### src/rtl/mycpu_pkg.sv
// Shared myCPU definitions: decode instruction classes, EX-stage controller states
// and the 4-bit ALU opcodes understood by the ALU.
package mycpu_pkg;

    typedef enum logic [1:0] {
        CLS_ALU  = 2'b00,
        CLS_TRAP = 2'b01,
        CLS_MUL  = 2'b10,
        CLS_DIV  = 2'b11
    } ds_class_e;

    typedef enum logic [2:0] {
        ST_IDLE     = 3'd0,
        ST_ALU      = 3'd1,
        ST_MD_ISSUE = 3'd2,
        ST_MD_WAIT  = 3'd3,
        ST_MD_HOLD  = 3'd4
    } es_state_e;

    localparam logic [3:0] ALU_ADD  = 4'd0;
    localparam logic [3:0] ALU_SUB  = 4'd1;
    localparam logic [3:0] ALU_AND  = 4'd2;
    localparam logic [3:0] ALU_OR   = 4'd3;
    localparam logic [3:0] ALU_XOR  = 4'd4;
    localparam logic [3:0] ALU_NOR  = 4'd5;
    localparam logic [3:0] ALU_SLT  = 4'd6;
    localparam logic [3:0] ALU_SLTU = 4'd7;
    localparam logic [3:0] ALU_SLL  = 4'd8;
    localparam logic [3:0] ALU_SRL  = 4'd9;
    localparam logic [3:0] ALU_SRA  = 4'd10;
    localparam logic [3:0] ALU_LUI  = 4'd11;

    function automatic es_state_e class_to_state(input ds_class_e cls);
        return (cls == CLS_MUL || cls == CLS_DIV) ? ST_MD_ISSUE : ST_ALU;
    endfunction

endpackage

### src/rtl/mycpu_ex_ctrl.sv
// Execute-stage controller: drives the single-cycle ALU, sequences the shared
// mul/div unit over start/done/cancel, and hands results to MEM.
//
// state       | meaning
// ST_IDLE     | no instruction held
// ST_ALU      | ALU result presented, ready to hand over
// ST_MD_ISSUE | md_start pulse cycle
// ST_MD_WAIT  | waiting for md_done or timeout
// ST_MD_HOLD  | mul/div result (or timeout zeros) presented
module mycpu_ex_ctrl
    import mycpu_pkg::*;
#(
    parameter int MD_TIMEOUT = 64
) (
    input  logic        clk,
    input  logic        reset,
    input  logic        ds_to_es_valid,
    input  logic [1:0]  ds_class,
    input  logic [3:0]  ds_aluop,
    input  logic [31:0] ds_src_a,
    input  logic [31:0] ds_src_b,
    input  logic        ds_rf_we,
    output logic        es_allowin,
    output logic [31:0] alu_a,
    output logic [31:0] alu_b,
    output logic [3:0]  alu_op,
    input  logic [31:0] alu_result,
    input  logic        alu_overflow,
    output logic        md_start,
    output logic        md_div,
    output logic        md_signed,
    output logic        md_cancel,
    input  logic        md_done,
    input  logic [31:0] md_hi,
    input  logic [31:0] md_lo,
    input  logic        ms_allowin,
    input  logic        flush,
    output logic        es_to_ms_valid,
    output logic [31:0] es_result,
    output logic [63:0] es_hilo,
    output logic        es_hilo_we,
    output logic        es_rf_we,
    output logic        es_ex,
    output logic        es_md_err
);

    localparam int CNT_W = $clog2(MD_TIMEOUT + 1);

    es_state_e        state_q, state_d;
    logic [31:0]      src_a_q, src_a_d;
    logic [31:0]      src_b_q, src_b_d;
    logic [3:0]       op_q, op_d;
    ds_class_e        cls_q, cls_d;
    logic             rf_we_q, rf_we_d;
    logic [63:0]      hilo_q, hilo_d;
    logic             md_err_q, md_err_d;
    logic [CNT_W-1:0] cnt_q, cnt_d;

    logic es_valid;
    logic es_ready_go;
    logic accept;
    logic md_busy;
    logic md_timeout;

    assign es_valid    = (state_q != ST_IDLE);
    assign es_ready_go = (state_q == ST_ALU) || (state_q == ST_MD_HOLD);
    assign es_allowin  = !es_valid || (es_ready_go && ms_allowin);
    assign accept      = ds_to_es_valid && es_allowin && !flush;
    assign md_busy     = (state_q == ST_MD_ISSUE) || (state_q == ST_MD_WAIT);
    // cnt_q counts cycles since md_start; a same-cycle md_done wins over the timeout
    assign md_timeout  = (state_q == ST_MD_WAIT) && !md_done && (cnt_q == CNT_W'(MD_TIMEOUT));

    always_comb begin
        state_d  = state_q;
        src_a_d  = src_a_q;
        src_b_d  = src_b_q;
        op_d     = op_q;
        cls_d    = cls_q;
        rf_we_d  = rf_we_q;
        hilo_d   = hilo_q;
        md_err_d = md_err_q;
        cnt_d    = cnt_q;

        if (accept) begin
            src_a_d = ds_src_a;
            src_b_d = ds_src_b;
            op_d    = ds_aluop;
            cls_d   = ds_class_e'(ds_class);
            rf_we_d = ds_rf_we;
        end

        if (flush) begin
            state_d = ST_IDLE;
        end else begin
            case (state_q)
                ST_IDLE: begin
                    if (accept) state_d = class_to_state(ds_class_e'(ds_class));
                end
                ST_ALU, ST_MD_HOLD: begin
                    if (ms_allowin) state_d = accept ? class_to_state(ds_class_e'(ds_class)) : ST_IDLE;
                end
                ST_MD_ISSUE: begin
                    state_d = ST_MD_WAIT;
                    cnt_d   = CNT_W'(1);
                end
                ST_MD_WAIT: begin
                    if (md_done) begin
                        hilo_d   = {md_hi, md_lo};
                        md_err_d = 1'b0;
                        state_d  = ST_MD_HOLD;
                    end else if (md_timeout) begin
                        hilo_d   = '0;
                        md_err_d = 1'b1;
                        state_d  = ST_MD_HOLD;
                    end else begin
                        cnt_d = cnt_q + CNT_W'(1);
                    end
                end
                default: state_d = ST_IDLE;
            endcase
        end
    end

    always_ff @(posedge clk) begin
        if (reset) begin
            state_q  <= ST_IDLE;
            src_a_q  <= '0;
            src_b_q  <= '0;
            op_q     <= '0;
            cls_q    <= CLS_ALU;
            rf_we_q  <= 1'b0;
            hilo_q   <= '0;
            md_err_q <= 1'b0;
            cnt_q    <= '0;
        end else begin
            state_q  <= state_d;
            src_a_q  <= src_a_d;
            src_b_q  <= src_b_d;
            op_q     <= op_d;
            cls_q    <= cls_d;
            rf_we_q  <= rf_we_d;
            hilo_q   <= hilo_d;
            md_err_q <= md_err_d;
            cnt_q    <= cnt_d;
        end
    end

    assign alu_a  = src_a_q;
    assign alu_b  = src_b_q;
    assign alu_op = op_q;

    assign md_start  = (state_q == ST_MD_ISSUE);
    assign md_div    = md_start && (cls_q == CLS_DIV);
    assign md_signed = md_start && op_q[0];
    assign md_cancel = (flush && md_busy) || (!flush && md_timeout);

    assign es_to_ms_valid = es_ready_go && !flush;
    assign es_ex          = (state_q == ST_ALU) && (cls_q == CLS_TRAP) && alu_overflow;
    assign es_rf_we       = (state_q == ST_ALU) && rf_we_q && !es_ex;
    assign es_result      = (state_q == ST_ALU)     ? alu_result   :
                            (state_q == ST_MD_HOLD) ? hilo_q[31:0] : 32'd0;
    assign es_hilo        = hilo_q;
    assign es_hilo_we     = (state_q == ST_MD_HOLD);
    assign es_md_err      = (!flush && md_timeout) || ((state_q == ST_MD_HOLD) && md_err_q);

endmodule

### config.mk
export PLATFORM = sky130hd
export DESIGN_NAME = mycpu_ex_ctrl
export DESIGN_NICKNAME = d
export VERILOG_FILES = /design/src/rtl/mycpu_pkg.sv /design/src/rtl/mycpu_ex_ctrl.sv
export SDC_FILE = /design/constraint.sdc
export NUM_CORES = 1
export LEC_CHECK = 0
export BUFFER_PORTS_ARGS = -buffer_cell sky130_fd_sc_hd__clkbuf_2
export CORE_AREA = 2 2 135 137
export CTS_CLUSTER_DIAMETER = 40
export DETAILED_ROUTE_END_ITERATION = 10
export DIE_AREA = 0 0 137 139
export GPL_TIMING_DRIVEN = 0
export PLACE_DENSITY_LB_ADDON = 0.1
export SLEW_MARGIN = 10
export SYNTH_ARGS = -nofsm -noshare
export SYNTH_HDL_FRONTEND = slang
export SYNTH_SLANG_ARGS = --single-unit
### constraint.sdc
create_clock -name clk -period 3.2 [get_ports clk]
set_input_delay 0.64 -clock clk [delete_from_list [all_inputs] [get_ports clk]]
set_output_delay 0.64 -clock clk [all_outputs]
set_load 0.01 [all_outputs]
==> results of run 1 <==
==> what timing repair did <==
item	in CTS	in global routing
endpoints found under the setup margin	1	28
pin swaps	0	0
hold buffers	0	0
gates resized for setup	1	1
==> registers in the layout (all words and copies together) (netlist names) <==
register,count
md_err_q,1
alu_a,32
rf_we_q,1
alu_op,4
cnt_q,7
es_hilo,64
alu_b,32
state_q,3
cls_q,2
==> cells by family after synthesis <==
kind of cell | after synthesis | synth area share
buffers and inverters | 75 | 0.06805
adders and majority gates | 3 | 0.005392
DFF | 146 | 0.4344
AOI/OAI and AO/OA | 187 | 0.1640
and+or+nand+nor | 252 | 0.2226
muxes | 71 | 0.1056
==> path summary, 6_finish.rpt <==
check              startpoint            end  slack, ps
hold reg to reg     alu_a[29]      alu_a[29]        470
hold / removal    ds_src_b[0]       alu_b[0]        470
setup reg to reg     cnt_q[0]    es_hilo[59]       1010
setup / recovery   state_q[0]  es_result[25]        200
==> stage by stage <==
stage / power, uW / setup WS [ps] / utilization / cell area [um^2] / hold WS (ps)
finish: 4462 / 203.2 / 0.5310 / 9376 / 468.4
global route: 4641 / 48.63 / 0.5310 / 9376 / 462.0
CTS: 4525 / 0.9270 / 0.5305 / 9368 / 450.6
detailed placement: 2418 / 438.6 / 0.4954 / 8747 / 460.1
global placement: 2417 / 433.9 / 0.4954 / 8747 / 457.9
floorplan: 2189 / 1053 / - / 6729 / 444.2
==> layout by cell type, fill, tap and decap left out, types with 7 or more instances in the layout <==
master and instances:
nor2_1 11, dfxtp_1 146, clkbuf_1 41, a21oi_1 72, clkbuf_2 347, buf_12 7
buf_2 16, nand3_1 67, mux2i_1 71, nand2b_1 144, o21ai_0 65, clkbuf_16 17
a22o_1 33
==> routing by layer <==
| layer | share of wire | wire length, um | global-route usage | vias up |
|---|---|---|---|---|
| li1 | - | - | - | 3301 |
| met1 | 0.43 | 9205 | 0.2702 | 2962 |
| met2 | 0.49 | 10390 | 0.3710 | 242 |
| met3 | 0.070 | 1505 | 0.05811 | 17 |
| met4 | 0.014 | 297 | 0.06891 | 0 |
| met5 | 0 | 0 | 0 | - |
==> power by group <==
| group | switching (uW) | leakage, uW | internal, uW | total [uW] |
|---|---|---|---|---|
| clock network | 781 | 0.000298 | 1310 | 2090 |
| registers | 27.3 | 0.00118 | 1870 | 1900 |
| logic | 240 | 0.00265 | 239 | 478 |
| total | 1050 | 0.00414 | 3410 | 4460 |
==> Yosys cell counts (6+ instances only) <==
master    number  area share
dfxtp_1      146        0.43
nand2b_1     144        0.13
a21oi_1       72       0.054
mux2i_1       71        0.11
nand3_1       67       0.050
o21ai_0       65       0.048
clkbuf_1      39       0.022
a22o_1        33       0.043
buf_2         16       0.012
nor2_1        11      0.0061
buf_12         7       0.021
inv_1          6      0.0033
==> worst register-to-register path: stages, from the launching register on <==
cell and delay [ps]:
dfxtp_1 410, inv_1 90, ha_1 210, nor2b_1 150
a21oi_1 430, buf_2 320, clkbuf_2 260, o21ai_0 100
a21oi_1 140
==> layout make-up <==
type | instances | area (um^2)
repair buffers | 346 | 1732
diodes | 1 | 2.502
fillers | 1691 | 8280
plain buffers | 69 | 435.4
flip-flops and latches | 146 | 2923
clock buffers | 19 | 432.9
multi-input cells | 513 | 3361
well taps | 229 | 286.5
clock inverters | 12 | 181.4
inverters | 6 | 22.52
==> reports/results.ini, run 1 <==
[global_routing]
grt_pass1_vias = 6255
antenna_found_initial = 1
grt-ovfl-total = 0
grt_max_degree = 17
grt_usage = 0.2196
grt_pass1_wl_um = 32950

[sta]
worst-slew-pin-transition_ps = 664.2
max_freq_ghz = 0.3337
fin_crit_sh = 0.9365
setup_viol = 0
rsz0062_at_grt = no
relSlewSlack = 0.5534
hold_violations = 0
drv_slew = 0
fin_tns_setup_ps = 0
fin_skew_ps = 10.27
min_period_ps = 2997

[status]
status = finished clean

[detailed_routing]
final_antenna_net_count = 0
drc_errors = 0
drt-vias-per-instance = 4.864
wl_um = 21390
wl_per_cell_um = 15.95
dr.pass1.iters = 4
num_vias = 6522
drt_iter0_drc = 201

[worst_setup_path]
worstPathRequired_ps = 2560
end_kind = output port
critPathMostFrequentCell = buf_2
crit_type = flip-flop to output port
critical_path.top_delay_family = buffers and inverters
crit_buf_inv = 3
crit_cells = 5
setup.worst_path.start_class = flip-flop
rr_worst_depth = 8
cp_slowest_cell = nor3b_4
cp_max_fo = 10
path_cells = buf_2, nor3b_4, buf_2, a22o_1, clkbuf_2
cpPeakStageDelay_ps = 580
crit_arrival_ps = 2360

[floorplanning]
row_count = 49
core_mm2 = 0.01766
die_width_um = 137
die_h_um = 139
start_util = 0.3811
die-area_mm2 = 0.01904
io_pins = 348

[clock_network]
cts_tree = built
path_clk_slew_ps = 60
cts_buffers = 17
cts-root-buf = clkbuf_16
cts-htree-levels = 4
postCtsSetupBuffers = 0
clock_latency_ps = 410
cts_sinks = 146
clockBufferDepth = 2

[placed_design]
dp.cells = 1309
dp_hpwl_um = 16290
port_buffers = 346
gp_congestion = 0.8255

[synthesis]
yosys_warnings = 0
syn_area_per_cell_um2 = 9.168
ys_ff_latch = 146
synthFlopType = dfxtp_1
synth_fp_nets = 910
synth-edff-count = 0
yosysSeqAreaShare = 0.4344
synth_area_mm2 = 0.006729
synth-async-reset-ratio = 0
syn_inst = 734
ys_types = 46

[worst_hold_path]
min_path_cells = 3
hold_path.class = primary input to flip-flop

[layout]
final_nets = 1275
layout.cells.non_filler = 1341
area_growth_pct = 39.35
layout-drive-gt1-share = 0.3753

[job]
cap_viol_max_count = 0

[power]
power_density_mw_per_mm2 = 475.9
peakVddDrop_mv = 0.3669
p_leak_uw = 0.004137

Note: power is estimated with default switching activity, not from simulation.
==> run 2: changes to the inputs <==
==> constraint.sdc (replaced) <==
create_clock -name clk -period 3.2 [get_ports clk]
set_input_delay 0.16 -clock clk [delete_from_list [all_inputs] [get_ports clk]]
set_output_delay 0.16 -clock clk [all_outputs]
set_load 0.01 [all_outputs]
==> reports/results.ini, run 2 (same netlist as run 1, synthesis figures left out) <==
[clock_network]
clockBufferDepth = 2  ; unchanged
cts_buffers = 17  ; unchanged
cts_sinks = 146  ; unchanged
cts-root-buf = clkbuf_16
cts-htree-levels = 4  ; unchanged
cts_tree = built
path_clk_slew_ps = 70  ; about the same
postCtsSetupBuffers = 0  ; unchanged
clock_latency_ps = 410  ; about the same

[floorplanning]
die_width_um = 137  ; unchanged
core_mm2 = 0.01766  ; unchanged
io_pins = 348  ; unchanged
die-area_mm2 = 0.01904  ; unchanged
row_count = 49  ; unchanged
die_h_um = 139  ; unchanged
start_util = 0.3811  ; unchanged

[placed_design]
port_buffers = 346  ; unchanged
gp_congestion = 0.8255  ; unchanged
dp.cells = 1309  ; unchanged
place_ws_ps = 918.6  ; +480.0 ps
dp_hpwl_um = 16290  ; unchanged

[power]
p_int_uw = 3514  ; +2.9%
power.share.clock = 0.455  ; -0.013
peakVddDrop_mv = 0.3630  ; -1.1%
p_leak_uw = 0.004667  ; +13%
combPwrFrac = 0.132  ; +0.025
p_seq_frac = 0.412  ; -0.013
swShare = 0.2362  ; +0.001308
power_density_mw_per_mm2 = 433.1  ; -9.0%
switchingPower_uw = 1087  ; +3.7%

[global_routing]
grt_pass1_vias = 7046  ; +13%
antenna_found_initial = 0  ; -1
grt_pass1_wl_um = 35390  ; +7.4%
grt_max_degree = 17  ; unchanged
grt_usage = 0.2333  ; +0.01371
grt-ovfl-total = 0  ; unchanged

[layout]
layout-drive-gt1-share = 0.3371  ; -0.03823
final_nets = 1401  ; +9.9%
final_util = 0.6016  ; +0.07058
mostFrequentLayoutCells = clkbuf_2, dfxtp_1, nand2b_1
num_antenna_cells = 0  ; -1
layout.cells.non_filler = 1466  ; +9.3%
area_growth_pct = 57.87
layout_commonest_cell = clkbuf_2
largest_register_ffs = 64  ; unchanged
fillers = 1549  ; -8.4%

[job]
cap_viol_max_count = 0  ; unchanged

[detailed_routing]
wl_um = 22730  ; +6.3%
drt-vias-per-instance = 4.867  ; about the same
final_antenna_net_count = 0  ; unchanged
wl_per_cell_um = 15.51  ; -2.8%
num_vias = 7135  ; +9.4%
dr.pass1.iters = 4  ; unchanged
drt_iter0_drc = 259  ; +29%
drc_errors = 0  ; unchanged

[sta]
layout_setup_ws_ps = 478.2  ; +275.1 ps
drv_slew = 0  ; unchanged
whs_ps = 12.12  ; -456.3 ps
worst-slew-pin-transition_ps = 990.3  ; +326.2 ps
setup_viol = 0  ; unchanged
max_freq_ghz = 0.3674  ; +10%
rsz0062_at_grt = no
relSlewSlack = 0.3369  ; -0.2165
min_period_ps = 2722  ; -275.1 ps
fin_skew_ps = 10.55  ; +0.2882 ps
fin_crit_sh = 0.8506  ; -0.08595
fin_tns_setup_ps = 0  ; unchanged
hold_violations = 0  ; unchanged

[worst_setup_path]
crit_start = state_q[0]
cp_max_fo = 10  ; unchanged
crit_type = flip-flop to output port
worstPathRequired_ps = 3040  ; +480 ps
crit_arrival_ps = 2560  ; +200 ps
setup.worst_path.start_class = flip-flop
rr_startpoint = cnt_q[0]
r2r_slack_ps = 1030  ; +20 ps
end_kind = output port

[worst_hold_path]
hold_path.class = primary input to flip-flop
hp-start = md_hi[1]

[status]
status = finished clean

run 2: power groups by stage:
stage,Sequential [uW],Clock [uW],Combinational [uW]
2_1_floorplan,1950,0,234
3_3_place_gp,1930,0,483
3_5_place_dp,1940,0,482
4_1_cts,1900,2150,611
5_1_grt,1900,2210,663
6_report,1900,2100,609
run 2: through the flow:
| step | power (uW) | instance area, um^2 |
|---|---|---|
| 4_1_cts | 4651 | 10620 |
| 3_5_place_dp | 2418 | 8747 |
| 6_report | 4600 | 10620 |
| 3_3_place_gp | 2417 | 8747 |
| 2_1_floorplan | 2189 | 6729 |
| 5_1_grt | 4776 | 10620 |
run 2: final cells by class:
type | instances | area [um^2] | share of cell area
plain buffers | 69 | 435.4 | 0.04099
clock buffers | 19 | 432.9 | 0.04075
clock inverters | 12 | 181.4 | 0.01708
inverters | 6 | 22.52 | 0.002120
multi-input cells | 513 | 3348 | 0.3152
flip-flops and latches | 146 | 2923 | 0.2751
well taps | 229 | 286.5 | 0.02697
repair buffers | 472 | 2993 | 0.2817
run 2: worst paths after layout:
| kind | depth (start not counted) | to |
|---|---|---|
| min | 3 | es_hilo[33] |
| max | 5 | es_result[25] |
| max reg2reg | 8 | es_hilo[59] |
| min reg2reg | 2 | alu_a[31] |
run 2: repair_timing:
action,in CTS,in global routing
gates resized for setup,0,0
hold endpoints to repair,126,0
hold buffers,126,0
run 2: critical path: stages, from the launching register on:
cell      delay [ps]
dfxtp_1          360
buf_2            200
nor3b_2          810
buf_2            390
a22o_1           230
clkbuf_2         150
run 2: routing by layer:
| layer | vias up | track usage | wire, um |
|---|---|---|---|
| met5 | - | 0 | 0 |
| met4 | 0 | 0.07976 | 491 |
| met3 | 34 | 0.05373 | 1442 |
| met2 | 268 | 0.4072 | 11230 |
| met1 | 3281 | 0.2782 | 9574 |
| li1 | 3552 | - | - |
==> run 3: changes to the inputs <==
==> constraint.sdc (replaced) <==
create_clock -name clk -period 2.2 [get_ports clk]
set_input_delay 0.11 -clock clk [delete_from_list [all_inputs] [get_ports clk]]
set_output_delay 0.11 -clock clk [all_outputs]
set_load 0.01 [all_outputs]
==> reports/results.ini, run 3 (same netlist as run 1, synthesis figures left out) <==
[global_routing]
grt_usage = 0.2354  ; +0.002064
grt_pass1_vias = 7169  ; +1.7%
antenna_found_initial = 0  ; unchanged
grt-ovfl-total = 0  ; unchanged
grt_pass1_wl_um = 35730  ; +0.96%
grt_max_degree = 17  ; unchanged

[layout]
fillers = 1535  ; -0.90%
layout-drive-gt1-share = 0.3421  ; +0.004978
area_growth_pct = 61.18
layout_commonest_cell = clkbuf_2
largest_register_ffs = 64  ; unchanged
mostFrequentLayoutCells = clkbuf_2, dfxtp_1, nand2b_1
final_nets = 1421  ; +1.4%
layout.cells.non_filler = 1486  ; +1.4%
num_antenna_cells = 0  ; unchanged

[floorplanning]
io_pins = 348  ; unchanged
die-area_mm2 = 0.01904  ; unchanged
start_util = 0.3811  ; unchanged
die_h_um = 139  ; unchanged
row_count = 49  ; unchanged
die_width_um = 137  ; unchanged
core_mm2 = 0.01766  ; unchanged

[sta]
max_freq_ghz = 0.4761
fin_crit_sh = 0.9546
whs_ps = 21.18  ; +9.064 ps
setup_viol = 0  ; unchanged
fin_skew_ps = 10.36  ; -0.1947 ps
rsz0062_at_grt = no
min_period_ps = 2100
worst-slew-pin-transition_ps = 714.6  ; -275.7 ps
relSlewSlack = 0.5195  ; +0.1826
drv_slew = 0  ; unchanged
hold_violations = 0  ; unchanged

[worst_hold_path]
hold_path.class = primary input to flip-flop

[power]
power_density_mw_per_mm2 = 618.7  ; +43%
peakVddDrop_mv = 0.5375  ; +48%
p_leak_uw = 0.004763  ; +2.0%

[status]
status = finished clean

[worst_setup_path]
crit_buf_inv = 1  ; -2
setup.worst_path.start_class = flip-flop
rr_worst_depth = 8  ; unchanged
reg2reg_to = es_hilo[17]
rr_startpoint = cnt_q[0]
crit_start = cnt_q[2]
cpPeakStageDelay_ps = 610  ; -200 ps
cp_max_fo = 6  ; -4
cp_slowest_cell = or4b_1
worstPathRequired_ps = 2090  ; -950 ps
crit_type = flip-flop to output port
crit_path_end = md_cancel
crit_cells = 5  ; unchanged
r2r_slack_ps = 270  ; -760 ps
crit_arrival_ps = 1990  ; -570 ps
critical_path.top_delay_family = simple AND/OR/NAND/NOR gates
path_cells = or4b_1, nor3b_2, a21oi_1, nor2_1, clkbuf_2
end_kind = output port

[placed_design]
gp_congestion = 0.8255  ; unchanged
dp_hpwl_um = 16290  ; unchanged
port_buffers = 346  ; unchanged
dp.cells = 1309  ; unchanged

[clock_network]
cts_tree = built
cts-htree-levels = 4  ; unchanged
path_clk_slew_ps = 60  ; about the same
cts_buffers = 17  ; unchanged
clockBufferDepth = 2  ; unchanged
cts_sinks = 146  ; unchanged
cts-root-buf = clkbuf_16
clock_latency_ps = 410  ; about the same

[detailed_routing]
dr.pass1.iters = 4  ; unchanged
wl_um = 22940  ; +0.88%
num_vias = 7274  ; +1.9%
drt_iter0_drc = 272  ; +5.0%
wl_per_cell_um = 15.43  ; -0.47%
drc_errors = 0  ; unchanged
final_antenna_net_count = 0  ; unchanged
drt-vias-per-instance = 4.895  ; +0.58%

[job]
cap_viol_max_count = 0  ; unchanged

run 3: timing repair:
item | CTS | global route
endpoints found under the hold margin | 135 | 0
pin swaps | 1 | 2
hold buffers | 136 | 0
gates resized for setup | 4 | 6
setup buffers | 8 | 2
setup endpoints to repair | 37 | 71
run 3: area by class of cell:
| cell class | count | area (um^2) | share of cell area |
|---|---|---|---|
| Multi-Input combinational cell | 513 | 3369 | 0.3107 |
| Timing Repair Buffer | 492 | 3181 | 0.2933 |
| Sequential cell | 146 | 2924 | 0.2696 |
| Buffer | 69 | 447.9 | 0.04130 |
| Clock buffer | 19 | 432.9 | 0.03992 |
| Tap cell | 229 | 286.5 | 0.02642 |
| Clock inverter | 12 | 181.4 | 0.01673 |
| Inverter | 6 | 22.52 | 0.002077 |
run 3: worst reg2reg max path, cell delays in order (launching register included):
cell      delay [ps]
dfxtp_1          410
inv_1             90
ha_1             210
nor2b_1          160
a21oi_2          190
buf_4            160
clkbuf_1         350
o21ai_0          160
a21oi_1          140
run 3: power breakdown:
part / switching [uW] / total (uW) / internal (uW) / leakage, uW
clock: 1140 / 3040 / 1900 / 0.000298
combinational: 400 / 912 / 512 / 0.00328
sequential: 40.5 / 2760 / 2720 / 0.00118
run 3: metal layers:
metal	track usage	part of all wire	vias up
li1	-	-	3600
met1	0.2800	0.42	3344
met2	0.4082	0.50	290
met3	0.05446	0.065	40
met4	0.08681	0.025	0
met5	0	0	-
run 3: how the worst min path moves through the flow:
stage | start | to | slack [ps] | cells past startpoint
2_1_floorplan | ds_src_a[31] | alu_a[31] | 270 | 2
3_3_place_gp | ds_src_a[13] | alu_a[13] | 360 | 3
3_5_place_dp | ds_src_b[11] | alu_b[11] | 360 | 3
4_1_cts | ds_class[1] | cls_q[1] | 4 | 3
5_1_grt | ds_class[1] | cls_q[1] | 40 | 3
6_report | ds_class[1] | cls_q[1] | 20 | 3
run 3: stage by stage:
stage	power (uW)	setup slack (ps)	TNS, ps	instance area, um^2	utilization
final	6710	99.81	0	10850	0.6142
after global routing	6972	1.354	0	10850	0.6142
after CTS	6787	5.858	0	10820	0.6125
after detailed placement	3517	-31.40	-31.40	8747	0.4954
after global placement	3515	-36.12	-36.12	8747	0.4954
after floorplan	3184	564.1	0	6729	-
